### config.mk
export PLATFORM = sky130hd
export DESIGN_NAME = pb_event_arbiter_flat
export DESIGN_NICKNAME = d
export VERILOG_FILES = /design/src/rtl/pb_event_if.sv /design/src/rtl/pb_event_arbiter.sv /design/src/flat_wrapper.sv
export SDC_FILE = /design/constraint.sdc
export NUM_CORES = 1
export LEC_CHECK = 0
export ABC_AREA = 0
export CAP_MARGIN = 20
export CORE_MARGIN = 1.5
export CORE_UTILIZATION = 45
export CTS_CLUSTER_SIZE = 14
export DETAILED_ROUTE_END_ITERATION = 7
export PLACE_DENSITY = 0.68
export SLEW_MARGIN = 15
export SYNTH_ARGS = -nofsm -noshare
export SYNTH_HDL_FRONTEND = slang
export SYNTH_SLANG_ARGS = --single-unit
### constraint.sdc
create_clock -name clk_1ms -period 6.3 [get_ports clk_1ms]
set_input_delay 0.63 -clock clk_1ms [delete_from_list [all_inputs] [get_ports clk_1ms]]
set_output_delay 0.63 -clock clk_1ms [all_outputs]
set_load 0.1 [all_outputs]
### src/rtl/pb_event_if.sv
// Event handshake bundle between the push-button arbiter (master) and its consumer (slave).
interface pb_event_if;
  logic       ev_valid;
  logic       ev_ready;
  logic [1:0] ev_btn;
  logic       ev_rep;

  modport master (output ev_valid, output ev_btn, output ev_rep, input ev_ready);
  modport slave  (input ev_valid, input ev_btn, input ev_rep, output ev_ready);
endinterface

### src/rtl/pb_event_arbiter.sv
// Turns debounced button presses (and optional auto-repeat ticks, macro PB_AUTO_REPEAT_EN)
// into a single round-robin arbitrated valid/ready event stream with a saturating drop counter.
module pb_event_arbiter #(
  parameter int N_BTN        = 4,
  parameter int REPEAT_DELAY = 400,
  parameter int REPEAT_RATE  = 100
) (
  input  logic             clk_1ms,
  input  logic             rst_n,
  input  logic [N_BTN-1:0] btn,
  pb_event_if.master       ev,
  output logic [7:0]       drop_cnt
);

  typedef enum logic {S_IDLE, S_OFFER} state_t;

  if (N_BTN != 4 || REPEAT_RATE < 1 || REPEAT_RATE > REPEAT_DELAY || REPEAT_DELAY > 1023)
  begin : g_cfg_check
    $error("pb_event_arbiter: unsupported N_BTN/REPEAT_DELAY/REPEAT_RATE combination");
  end

  state_t           r_state;
  logic             r_ev_valid;
  logic [1:0]       r_ev_btn;
  logic             r_ev_rep;
  logic [7:0]       r_drop;
  logic [N_BTN-1:0] r_pending;
  logic [N_BTN-1:0] r_rep;
  logic [N_BTN-1:0] r_btn_q;
  logic [1:0]       r_ptr;

  logic [N_BTN-1:0] w_press;
  logic [N_BTN-1:0] w_tick;
  logic [N_BTN-1:0] w_set;
  logic [N_BTN-1:0] w_clr;
  logic [1:0]       w_gnt_idx;
  logic             w_do_grant;
  logic [2:0]       w_drops;

  // Search starts one past the last grant and wraps; the last hit in the
  // descending loop is the nearest requester after ptr.
  function automatic logic [1:0] f_rr_pick(input logic [N_BTN-1:0] req, input logic [1:0] ptr);
    logic [1:0] idx;
    f_rr_pick = ptr;
    for (int k = N_BTN; k >= 1; k--) begin
      idx = ptr + 2'(k);
      if (req[idx]) f_rr_pick = idx;
    end
  endfunction

  function automatic logic [2:0] f_popcnt(input logic [N_BTN-1:0] v);
    f_popcnt = '0;
    for (int i = 0; i < N_BTN; i++) f_popcnt = f_popcnt + 3'(v[i]);
  endfunction

  function automatic logic [7:0] f_sat_add(input logic [7:0] cnt, input logic [2:0] inc);
    logic [8:0] sum;
    sum = {1'b0, cnt} + 9'(inc);
    f_sat_add = sum[8] ? 8'hFF : sum[7:0];
  endfunction

`ifdef PB_AUTO_REPEAT_EN
  localparam logic [9:0] LP_TICK_AT = 10'(REPEAT_DELAY - 1);
  localparam logic [9:0] LP_RELOAD  = 10'(REPEAT_DELAY - REPEAT_RATE);

  logic [9:0] r_hold [N_BTN];

  always_comb begin
    w_tick = '0;
    for (int i = 0; i < N_BTN; i++)
      w_tick[i] = btn[i] & r_btn_q[i] & (r_hold[i] == LP_TICK_AT);
  end

  // Counter value equals cycles held since the press edge; reload keeps the
  // next tick REPEAT_RATE cycles away without ever wrapping.
  always_ff @(posedge clk_1ms) begin
    if (!rst_n) begin
      for (int i = 0; i < N_BTN; i++) r_hold[i] <= '0;
    end else begin
      for (int i = 0; i < N_BTN; i++) begin
        if (!btn[i] || w_press[i]) r_hold[i] <= '0;
        else if (w_tick[i])        r_hold[i] <= LP_RELOAD;
        else                       r_hold[i] <= r_hold[i] + 10'd1;
      end
    end
  end
`else
  assign w_tick = '0;
`endif

  always_comb begin
    w_press    = btn & ~r_btn_q;
    w_set      = w_press | w_tick;
    w_gnt_idx  = f_rr_pick(r_pending, r_ptr);
    w_do_grant = (|r_pending) && ((r_state == S_IDLE) || ev.ev_ready);
    w_clr      = '0;
    if (w_do_grant) w_clr[w_gnt_idx] = 1'b1;
    w_drops    = f_popcnt(w_set & r_pending);
  end

  // A same-edge set wins over the grant clear; the granted event carries the
  // rep flag as it stood before any same-edge overwrite.
  always_ff @(posedge clk_1ms) begin
    if (!rst_n) begin
      r_state    <= S_IDLE;
      r_ev_valid <= 1'b0;
      r_ev_btn   <= '0;
      r_ev_rep   <= 1'b0;
      r_drop     <= '0;
      r_pending  <= '0;
      r_rep      <= '0;
      r_btn_q    <= '0;
      r_ptr      <= 2'(N_BTN - 1);
    end else begin
      r_btn_q   <= btn;
      r_pending <= (r_pending & ~w_clr) | w_set;
      r_rep     <= (r_rep & ~w_set) | w_tick;
      r_drop    <= f_sat_add(r_drop, w_drops);
      if (w_do_grant) begin
        r_ev_btn <= w_gnt_idx;
        r_ev_rep <= r_rep[w_gnt_idx];
        r_ptr    <= w_gnt_idx;
      end
      case (r_state)
        S_IDLE: begin
          if (w_do_grant) begin
            r_ev_valid <= 1'b1;
            r_state    <= S_OFFER;
          end
        end
        S_OFFER: begin
          if (ev.ev_ready && !w_do_grant) begin
            r_ev_valid <= 1'b0;
            r_state    <= S_IDLE;
          end
        end
        default: r_state <= S_IDLE;
      endcase
    end
  end

  assign ev.ev_valid = r_ev_valid;
  assign ev.ev_btn   = r_ev_btn;
  assign ev.ev_rep   = r_ev_rep;
  assign drop_cnt    = r_drop;

endmodule

### src/flat_wrapper.sv
// flat-port wrapper written by rule: the top's interface ports become plain ports
module pb_event_arbiter_flat 
#(
  parameter int N_BTN        = 4,
  parameter int REPEAT_DELAY = 400,
  parameter int REPEAT_RATE  = 100
)
  (clk_1ms, rst_n, btn, drop_cnt, ev_ev_valid, ev_ev_btn, ev_ev_rep, ev_ev_ready);
  pb_event_if ev_i ();
  input  logic clk_1ms;
  input  logic rst_n;
  input  logic [N_BTN-1:0] btn;
  output logic [7:0] drop_cnt;
  output wire logic [$bits(ev_i.ev_valid)-1:0] ev_ev_valid;
  output wire logic [$bits(ev_i.ev_btn)-1:0] ev_ev_btn;
  output wire logic [$bits(ev_i.ev_rep)-1:0] ev_ev_rep;
  input wire logic [$bits(ev_i.ev_ready)-1:0] ev_ev_ready;
  assign ev_ev_valid = ev_i.ev_valid;
  assign ev_ev_btn = ev_i.ev_btn;
  assign ev_ev_rep = ev_i.ev_rep;
  assign ev_i.ev_ready = ev_ev_ready;
  pb_event_arbiter #(.N_BTN(N_BTN), .REPEAT_DELAY(REPEAT_DELAY), .REPEAT_RATE(REPEAT_RATE)) u_core (.clk_1ms(clk_1ms), .rst_n(rst_n), .btn(btn), .ev(ev_i), .drop_cnt(drop_cnt));
endmodule
* Word level (Yosys, flattened, before mapping)
Index checks and enable logic that the tools add are counted.
Operators by class: mux-type cells 21, magnitude comparators 5, eq/ne operators 2, reductions and logical operators 7, $add $sub $neg 7, bitwise gates (word level) 9
Operators by type and width (number):
- AND 4 bit | 4
- less-than comparator 2 x 3 -> 1 bit (second input constant) | 4
- inverter 4 bit | 3
- adder 8 x 3 -> 9 bit | 1
- 2-to-1 mux 1 bit | 9
- binary-select mux 1 bit (select 2 bit) | 4
- 2-to-1 mux 8 bit | 1
- adder 3 x 1 -> 3 bit | 2
- 2-to-1 mux 2 bit | 3
- adder 2 bit (second input constant) | 2
- 2-to-1 mux 4 bit | 1
- bitwise OR 4 bit | 1
- case mux 1 bit (2 select lines) | 2
- OR reduction 4 bit | 1
- logical AND 1 bit | 3
- adder 1 x 1 -> 2 bit | 1
- adder 2 x 1 -> 2 bit (second input constant) | 1
- demux 1 bit (select 2 bit) | 1
- >= comparator 2 x 1 -> 1 bit (second input constant) | 1
- != test 2 x 1 -> 1 bit (second input constant) | 1
- != test 2 bit (second input constant) | 1
- AND reduction 2 bit | 1
- zero test 1 bit | 1
- logical OR 1 bit | 1
- inverter 1 bit | 1
Word-level totals: word-level logic and storage cells 60, output and inout bits 12, input bits 7, register bits after elaboration 27

* Depth between registers and ports, before layout
depth after elaboration 14, depth in mapped cells 12, gate-level depth less buffers 12

* Least setup slack after synthesis
Ideal clock, no wire load.
path kind input to register, start point in btn[0], end point reg u_core.r_drop[5] (netlist: u_core.drop_cnt[5]), setup slack 3.295 ns, stages 11, buffers on the path 0, arrival time 2.929 ns, setup time 0.076 ns, cell sequence nor2b_1 > and2_1 > ha_1 > fa_1 > ha_1 > ha_1 > a21o_1 > a21oi_1 > nor2_1 > xnor2_1 > a21boi_0
On the way: longest elaborated chain between the ends 7
RTL lines:
- from (decl) | RTL line flat_wrapper.sv:12 | input logic [N_BTN-1:0] btn;
- AND 4 bit | RTL line pb_event_arbiter.sv:92 | w_press = btn & ~r_btn_q;
- AND 4 bit | RTL line pb_event_arbiter.sv:98 | w_drops = f_popcnt(w_set & r_pending);
- adder 1 x 1 -> 2 bit | RTL line pb_event_arbiter.sv:53 | for (int i = 0; i < N_BTN; i++) f_popcnt = f_popcnt + 3'(v[i]);
- adder 3 x 1 -> 3 bit (2 in a row) | RTL line pb_event_arbiter.sv:53
- adder 8 x 3 -> 9 bit | RTL line pb_event_arbiter.sv:58 | sum = {1'b0, cnt} + 9'(inc);
- 2-to-1 mux 8 bit | RTL line pb_event_arbiter.sv:59 | f_sat_add = sum[8] ? 8'hFF : sum[7:0];
- to (signal assigned) | RTL line pb_event_arbiter.sv:118 | r_drop <= f_sat_add(r_drop, w_drops);
- to (decl) | RTL line pb_event_arbiter.sv:26 | logic [7:0] r_drop;
Every way passes these cells. A chain may end at the register's enable or synchronous reset.

* Worst setup path in the final report
Ends and elaborated chain as after synthesis.

==> flow_summary.yaml <==
setup_path:
  reg2reg_to: "u_core.drop_cnt[5]$_SDFF_PN0_"
  critPathMaxFanout: 4
  slowest_delay_ns: 0.46
  cp_data_required_time_ns: 6.55
  arrival_ns: 3.59
  r2r_slack_ns: 3.43
  r2r_cells: 11
  rr_startpoint: "u_core.r_pending[1]$_SDFF_PN0_"
  crit_type: "in -> reg"
  crit_path_frequent_cell: "ha_1"
  cpMaxStageDelayCell: "clkdlybuf4s50_1"
  crit_path_end_kind: "register"
  start_kind: "primary input"
  crit_chain: "clkdlybuf4s50_1, nor2b_1, and2_1, ha_1, fa_1, ha_1, ha_1, a21o_1, a21oi_1, nor2_1, xnor2_1, a21boi_0"
final_layout:
  final_cell_area_um2: 1480
  stdcell_count: 185
  nNetsFinal: 169
  drive_above_1_share_pct: 5.19
  antenna_cells: 0
  nFillCells: 268
  area_growth_pct: 17.8
detailed_routing:
  drt_iter0_markers: 28
  drc: 0
  drt-total-wl_um: 2270
  vias: 987
  drtAntennaViolNets: 0
  wl_per_cell_um: 12.2
  via_per_inst: 5.34
  first_pass_iters: 4
clock_tree:
  clkSlewWorstSetupHoldPaths_ns: 0.14
  cts_resized: 0
  hold_buffers: 0
  cts_buffer_depth: 2
  cts_buffers: 3
  cts_root_buffer: "clkbuf_4"
  clock_latency_ns: 0.31
  htree_levels: 1
  cts.sinks: 27
  cts_tree: "yes"
  post_cts_buffers: 0
synth:
  synth_top_cell_area_share_pct: 42.9
  ys.flop_type: "dfxtp_1"
  ys_types: 36
  synthesis.area_um2: 1260
  syn_avg_cell_area_um2: 9.26
  yosysTopAreaCell: "dfxtp_1"
  ys_top_cells_by_area: "dfxtp_1 43%, a21boi_0 5.4%, ha_1 5.0%, nor2_1 4.8%, and2_1 3.5%"
  yosysSeqAreaShare_pct: 42.9
  syn-num-nets: 150
  ys_seq_elements: 27
  yosys_warnings: 0
  synth-edff-count: 0
  async_flop_share_pct: 0
  syn-instance-count: 136
outcome:
  outcome: "finished clean"
sta:
  maxSlewViolCount: 0
  fin_tns_setup_ns: 0
  fin_skew_ns: 0.00502
  holdWs_ns: 0.446
  rsz0062_at_grt: "false"
  slew-limit-headroom_pct: 35.1
  fin_crit_ns: 3.33
  layout_worst_path_cycle_share_pct: 52.9
  finalHoldViolations: 0
  fmax_mhz: 300
  worstMarginPinSlew_ns: 0.971
  setup_viol: 0
min_path:
  worst_hold_path.endpoint: "u_core.r_rep[0]$_SDFF_PN0_"
  min-delay-start: "u_core.r_rep[0]$_SDFF_PN0_"
  worstHoldPathCells: 2
  hold_class: "reg -> reg"
power_and_ir_drop:
  power_frac_clock_pct: 17.9
  pwr-share-comb_pct: 32.8
  netSwitchingFraction_pct: 37.8
  p_leak_uw: 0.000617
  irDropWorstVdd_uv: 197
  pwr-share-seq_pct: 49.2
  cellPowerDensity_nw_per_um2: 272
  p_int_uw: 251
  power.switching_uw: 153
placement:
  placed_area_um2: 1460
  dp.cells: 181
  dp_hpwl_um: 1690
  portBuffers: 18
  gp_congestion: 0.770
global_route:
  grt_overflow: 0
  grt_first_pass_wirelength_um: 4110
  grt_use_total_pct: 16.0
  grt_start_max_net_pins: 30
  antenna_found_initial: 0
  grt_pass1_vias: 966
floorplanning:
  rows: 19
  pin_count: 19
  start_util_pct: 46.5
  die_area_um2: 3130
  die_x_um: 55.9
  core_area_um2: 2710
  die_y_um: 55.9
run:
  maxCapViolCount: 0
[power by group through the flow]
stage                     Clock, uW  Combinational [uW]  Sequential, uW
after global placement            0                 132             202
final                          72.4                 132             199
after CTS                      76.2                 133             199
after floorplan                   0                59.2             250
after global routing           83.8                 144             202
after detailed placement          0                 133             203
[metrics by stage]
stage / util (%) / worst slack (ns) / total power [uW]
2_1_floorplan: - / 3.30 / 309
3_3_place_gp: 53.7 / 2.69 / 334
3_5_place_dp: 53.7 / 2.63 / 336
4_1_cts: 54.8 / 2.96 / 408
5_1_grt: 54.8 / 2.73 / 429
6_report: 54.8 / 2.97 / 404
[logic make-up (layout without fill, tap and decap cells)]
group	Yosys count	after routing	synth area share, %
muxes	2	2	1.59
AOI/OAI and AO/OA	32	32	17.9
xor gates and xnor gates	4	4	2.78
DFF	27	27	42.9
and+or+nand+nor	51	51	22.2
buffers and inverters	13	31	4.47
adders and majority gates	7	7	8.14
[flip-flops by register name, summed over array words and instances (netlist names)]
register / count
u_core.drop_cnt: 8
u_core.r_btn_q: 4
u_core.r_pending: 4
u_core.r_rep: 4
u_core.ev.ev_btn: 2
u_core.r_ptr: 2
u_core.ev.ev_rep: 1
u_core.ev.ev_valid: 1
u_core.r_state: 1
[layout by cell type, fill, tap and decap left out, drive strengths merged, types with 2 or more instances in the layout]
master / count
clkdlybuf4s50: 18
xor2: 2
xnor2: 2
mux2i: 2
nor3: 2
nor2: 16
and2: 7
clkbuf: 3
nor2b: 4
nand3: 4
fa: 2
and3: 3
a31oi: 2
nand2: 5
o211a: 2
dfxtp: 27
nand2b: 5
a21oi: 4
inv: 9
o21ai: 7
o31ai: 2
ha: 5
a21boi: 9
[area by class of cell]
class | instances | area (um2) | area share [%]
clock buffers | 3 | 22.5 | 1.52
multi-input cells | 96 | 663 | 44.7
inverters | 9 | 33.8 | 2.28
repair buffers | 18 | 180 | 12.1
well taps | 31 | 38.8 | 2.61
clock inverters | 1 | 5.00 | 0.337
flip-flops and latches | 27 | 541 | 36.4
[critical path, delay by kind of cell]
kind                       cells  cell delay [ns]
xor gates and xnor gates       1             0.13
adders and majority gates      4             1.21
AOI/OAI and AO/OA              3             0.62
buffers and inverters          1             0.46
and+or+nand+nor                3             0.53
[how the worst max path moves through the flow]
stage	startpoint	endpoint	slack (ns)
6_report	btn[0]	u_core.drop_cnt[5]$_SDFF_PN0_	2.97
5_1_grt	btn[0]	u_core.drop_cnt[5]$_SDFF_PN0_	2.73
4_1_cts	btn[0]	u_core.drop_cnt[5]$_SDFF_PN0_	2.96
3_5_place_dp	btn[0]	u_core.drop_cnt[5]$_SDFF_PN0_	2.63
3_3_place_gp	btn[0]	u_core.drop_cnt[5]$_SDFF_PN0_	2.69
2_1_floorplan	btn[0]	u_core.drop_cnt[5]$_SDFF_PN0_	3.30
[Yosys cell counts, types with 2 or more instances]
| master | n |
|---|---|
| xor2_1 | 2 |
| nor2_1 | 16 |
| a31oi_1 | 2 |
| clkbuf_1 | 3 |
| nand3_1 | 4 |
| nand2b_1 | 5 |
| xnor2_1 | 2 |
| fa_1 | 2 |
| o21ai_0 | 6 |
| nor2b_1 | 4 |
| o31ai_1 | 2 |
| inv_1 | 9 |
| nor3_1 | 2 |
| mux2i_1 | 2 |
| and2_1 | 7 |
| o211a_1 | 2 |
| and3_1 | 3 |
| ha_1 | 5 |
| a21oi_1 | 4 |
| a21boi_0 | 9 |
| dfxtp_1 | 27 |
| nand2_1 | 4 |
[layer usage]
metal	up-vias	share of wire [%]	global-route usage [%]
li1	499	-	-
met1	472	49	21.5
met2	14	47	26.7
met3	2	3.6	3.02
met4	0	0.53	4.08
met5	-	0	0
Note: power is estimated with default switching activity, not from simulation.
==> RTL edit 1 (same settings) <==
Put one more register stage on the output `drop_cnt`, with the module's reset. The value now appears one clock later. The other outputs are not delayed to match.
--- a/src/rtl/pb_event_arbiter.sv
+++ b/src/rtl/pb_event_arbiter.sv
@@ -142,7 +142,13 @@
   assign ev.ev_valid = r_ev_valid;
   assign ev.ev_btn   = r_ev_btn;
   assign ev.ev_rep   = r_ev_rep;
-  assign drop_cnt    = r_drop;
+  always_ff @(posedge clk_1ms) begin
+    if (!rst_n) begin
+      drop_cnt <= '0;
+    end else begin
+      drop_cnt <= r_drop;
+    end
+  end
 
 endmodule
 
Behaviour: not the same (a bounded check fails within 4 cycles, from zero or initial values and one cycle with rst_n low).
==> RTL edit 1 against the original RTL <==
Wire length grew 15%; non-clock buffer count is the same; sequential share of layout area grew 3.6 points; synthesized cell count grew 9.6%; sequential cell count grew 8; final cell count grew 17%; die area grew 16%; clock skew grew 0.0018 ns; critical path type unchanged; power grew 21%; synthesized area grew 17%; setup slack lost 0.065 ns; final area grew 18%.
==> RTL edit 1: results (changes against the original RTL) <==
vias in the first global route=1,030 (+6.6%); R2R Setup Slk=3.17 ns (-0.26 ns); WP data arrival=3.66 ns (+0.07 ns); first-pass GRT wire length=4450 µm (+8.4%); Tightest Pin Transition=0.968 ns (-0.00289 ns); hold_sp=u_core.ev.ev_btn[1]; H-tree lvl count=2 (+1); DP Cell Count=208 (+15%); power after layout=0.490 mW (+21%); clk slew on worst S/H paths=0.10 ns (-0.04 ns); post-synthesis area per instance=9.91 µm² (+7.0%); status=finished, final reports clean; CTS buffer count=5 (+2); syn nets=163 (+8.7%); ranking of synthesized cells by area=dfxtp_1 47%, a21oi_1 5.4%, and2_1 4.7%, ha_1 4.2%, inv_1 3.1%; Seq/Total Area, Yosys=47.5% (+4.6 points); Setup Skew=0.00680 ns (+0.00178 ns); leak pwr=0.700 nW (+14%); r2r startpoint=u_core.r_pending[0]; Final HPWL DP=1940 µm (+15%); largest net degree at the start of global routing=22 (-27%); FILL cells=283 (+5.6%); Synth top cells by count=35 x dfxtp_1, 16 x a21oi_1, 12 x inv_1, 11 x and2_1, 11 x nor2_1; WHS Endpoint=u_core.ev.ev_btn[1]; GR Util All Layers=17.1% (+1.1 points); DR vias/cell=4.94 (-7.5%)
-- RTL edit 1: changes by cell type after synthesis, moves of 3 or more --
cell | unedited run | this run
a21boi_0 | 9 | 1
nor2b_1 | 4 | 1
and2_1 | 7 | 11
nor2_1 | 16 | 11
dfxtp_1 | 27 | 35
inv_1 | 9 | 12
a21oi_1 | 4 | 16
-- RTL edit 1: routing by layer --
metal | GRT usage (%) | wire length, µm | share of wire (%) | up-vias
met4 | 8.25 | 42 | 1.6 | 0
met5 | 0 | 0 | 0 | -
met1 | 18.7 | 1170 | 45 | 486
li1 | - | - | - | 551
met3 | 5.41 | 102 | 3.9 | 7
met2 | 29.7 | 1300 | 50 | 22
-- RTL edit 1: area by class of cell --
cell class	instances	area, µm²	share of cell area, %
clock buffer	7	45.0	2.57
clock inverter	1	5.00	0.286
inverter	12	45.0	2.57
multi-input combinational	99	719	41.1
sequential	35	701	40.0
tap	44	55.1	3.15
timing repair buffer	18	180	10.3
-- RTL edit 1: how the worst max path moves through the flow --
stage	from	endpoint	slack, ns
after floorplan	btn[0]	u_core.r_drop[0]	3.29
after global routing	btn[0]	u_core.r_drop[5]	2.66
final	btn[1]	u_core.r_drop[0]	2.90
after CTS	btn[1]	u_core.r_drop[0]	2.90
after global placement	btn[1]	u_core.r_drop[1]	2.66
after detailed placement	btn[1]	u_core.r_drop[1]	2.54
-- RTL edit 1: kinds of logic (layout without fill, tap and decap cells) --
| kind of cell | after synthesis | after routing | share of synthesized area (%) |
|---|---|---|---|
| adders and majority gates | 7 | 7 | 6.95 |
| xor gates and xnor gates | 4 | 4 | 2.37 |
| AOI/OAI and AO/OA | 37 | 37 | 17.9 |
| and+or+nand+nor | 51 | 51 | 21.5 |
| buffers and inverters | 15 | 38 | 3.81 |
| DFF | 35 | 35 | 47.5 |
-- RTL edit 1: power breakdown --
group	internal, mW	leakage (nW)	total [mW]	switching [mW]
combinational	0.0428	0.385	0.128	0.0854
sequential	0.237	0.286	0.248	0.0115
clock	0.0435	0.0293	0.113	0.0700
total	0.323	0.700	0.490	0.167
-- RTL edit 1: through the flow --
| stage | utilization, % | hold slack [ns] | instance area [µm²] |
|---|---|---|---|
| after detailed placement | 55.2 | 0.454 | 1700 |
| after global placement | 55.2 | 0.447 | 1700 |
| after floorplan | - | 0.439 | 1480 |
| after global routing | 56.9 | 0.497 | 1750 |
| after CTS | 56.9 | 0.476 | 1750 |
| final | 56.9 | 0.470 | 1750 |
-- RTL edit 1: critical path, delay by kind of cell --
kind | cells | cell delay, ns
AOI/OAI and AO/OA | 2 | 0.46
adders and majority gates | 4 | 1.38
buffers and inverters | 2 | 0.53
and+or+nand+nor | 4 | 0.65
==> RTL edit 2 (same flow settings) <==
Made on the original files. Add a define of `PB_AUTO_REPEAT_EN`.
--- a/src/rtl/pb_event_arbiter.sv
+++ b/src/rtl/pb_event_arbiter.sv
@@ -1,5 +1,7 @@
 // Turns debounced button presses (and optional auto-repeat ticks, macro PB_AUTO_REPEAT_EN)
 // into a single round-robin arbitrated valid/ready event stream with a saturating drop counter.
+`define PB_AUTO_REPEAT_EN
+
 module pb_event_arbiter #(
   parameter int N_BTN        = 4,
   parameter int REPEAT_DELAY = 400,
Formal check against the unedited RTL: no difference found for any inputs over 4 cycles, from zero or initial values and one cycle with rst_n low; that may be too few to reach the edited logic, so the function may still have changed.
==> RTL edit 2 against the original RTL <==
Wire length grew 150%; fmax shrank 15%; sequential cell count grew 40; power grew to 2.5 times the old value; combinational power grew 8%; die area grew 150%; synthesized area grew to 2.6 times the old value; global-route usage grew 0.69 points; clock skew grew 0.0016 ns; critical path type is now reg2reg; largest power group unchanged; largest cell class is now registers; critical path depth grew 3; final area grew to 2.6 times the old value; setup slack lost 0.61 ns.
==> RTL edit 2: results (changes against the original RTL) <==
Synth top cells by count=40 x edfxtp_1, 40 x nor2_1, 27 x a21oi_1, 27 x dfxtp_1, 24 x nand3_1; Final HPWL DP=4050 µm (+140%); initial DRC count=142 (+410%); status=finished, final reports clean; vias in the first global route=2,242 (+130%); first-pass GRT wire length=9780 µm (+140%); worst-skew pair later-pin latency=0.35 ns (+0.04 ns); Setup WS pre-CTS=2.19 ns (-0.434 ns); GR Util All Layers=16.7% (+0.69 points); root buffer cell=clkbuf_8; # nets final=398 (+140%); largest net degree at the start of global routing=19 (-37%); gp weighted congestion=0.826 (+7.2%); VDD IR max=134 µV (-32%); clk slew on worst S/H paths=0.07 ns (-0.07 ns); Seq/Total Area, Yosys=53.4% (+10 points); ranking of synthesized cells by area=edfxtp_1 37%, dfxtp_1 17%, xor2_1 4.8%, nor2_1 4.6%, xnor2_1 4.6%; worst r2r path cells=15 (+4); Tightest Pin Transition=0.969 ns (-0.00201 ns); R2R Setup Slk=2.36 ns (-1.07 ns); WP data arrival=4.20 ns (+0.61 ns); CTS buffer count=9 (+6); Netlist cell types=43 (+19%); Routed WL per cell=11.7 µm (-4.1%); Worst Path Max Fanout=6 (+2)
RTL edit 2: worst paths after layout:
path | from | to
worst max-delay path | u_core.r_hold[1][0] | u_core.drop_cnt[1]
worst min-delay path | u_core.r_rep[1] | u_core.r_rep[1]
worst max register to register | u_core.r_hold[1][0] | u_core.drop_cnt[1]
worst min register to register | u_core.r_rep[1] | u_core.r_rep[1]
RTL edit 2: power groups by stage:
stage | sequential (mW) | combinational, mW | clock (mW)
detailed placement | 0.522 | 0.142 | 0
global route | 0.517 | 0.158 | 0.391
CTS | 0.513 | 0.143 | 0.375
global placement | 0.522 | 0.141 | 0
floorplan | 0.561 | 0.0685 | 0
finish | 0.513 | 0.142 | 0.368
RTL edit 2: critical path, cell delays in order, from the launching register on:
cell      delay, ns
edfxtp_1       0.37
ha_1           0.21
and3_1         0.24
nand4_1        0.24
or2_1          0.31
a21boi_1       0.13
ha_1           0.25
fa_1           0.39
ha_1           0.30
inv_1          0.06
fa_1           0.41
inv_1          0.07
a21oi_1        0.09
nor3b_1        0.32
nand3_1        0.25
a21oi_1        0.22
RTL edit 2: through the flow:
stage	instances	total power [mW]	instance area [µm²]
CTS	481	1.03	3900
global route	481	1.07	3900
finish	481	1.02	3900
detailed placement	465	0.664	3690
floorplan	354	0.630	3410
global placement	465	0.663	3690
RTL edit 2: cell type report:
class,instances,area (µm²)
fillers,639,3010
clock buffers,12,155
inverters,15,56.3
flip-flops and latches,67,1740
multi-input cells,269,1600
repair buffers,18,180
clock inverters,4,48.8
well taps,96,120
RTL edit 2: layer usage:
layer	share of wire, %	wire length [µm]	track usage [%]
met2	43	2440	25.2
met3	2.9	163	2.83
met1	51	2900	22.6
met5	0	0	0
met4	2.6	148	10.1
RTL edit 2: logic make-up (layout without fill, tap and decap cells):
| kind of cell | count (synthesis) | count (layout) | share of synthesized area (%) |
|---|---|---|---|
| compound gates | 54 | 54 | 10.0 |
| xor+xnor | 35 | 35 | 9.40 |
| fa+ha+maj | 11 | 11 | 4.68 |
| buf+inv | 18 | 49 | 2.19 |
| flops | 67 | 67 | 53.4 |
| mux | 2 | 2 | 0.614 |
| other cells | 1 | 40 | 0.115 |
| simple gates | 127 | 127 | 19.6 |
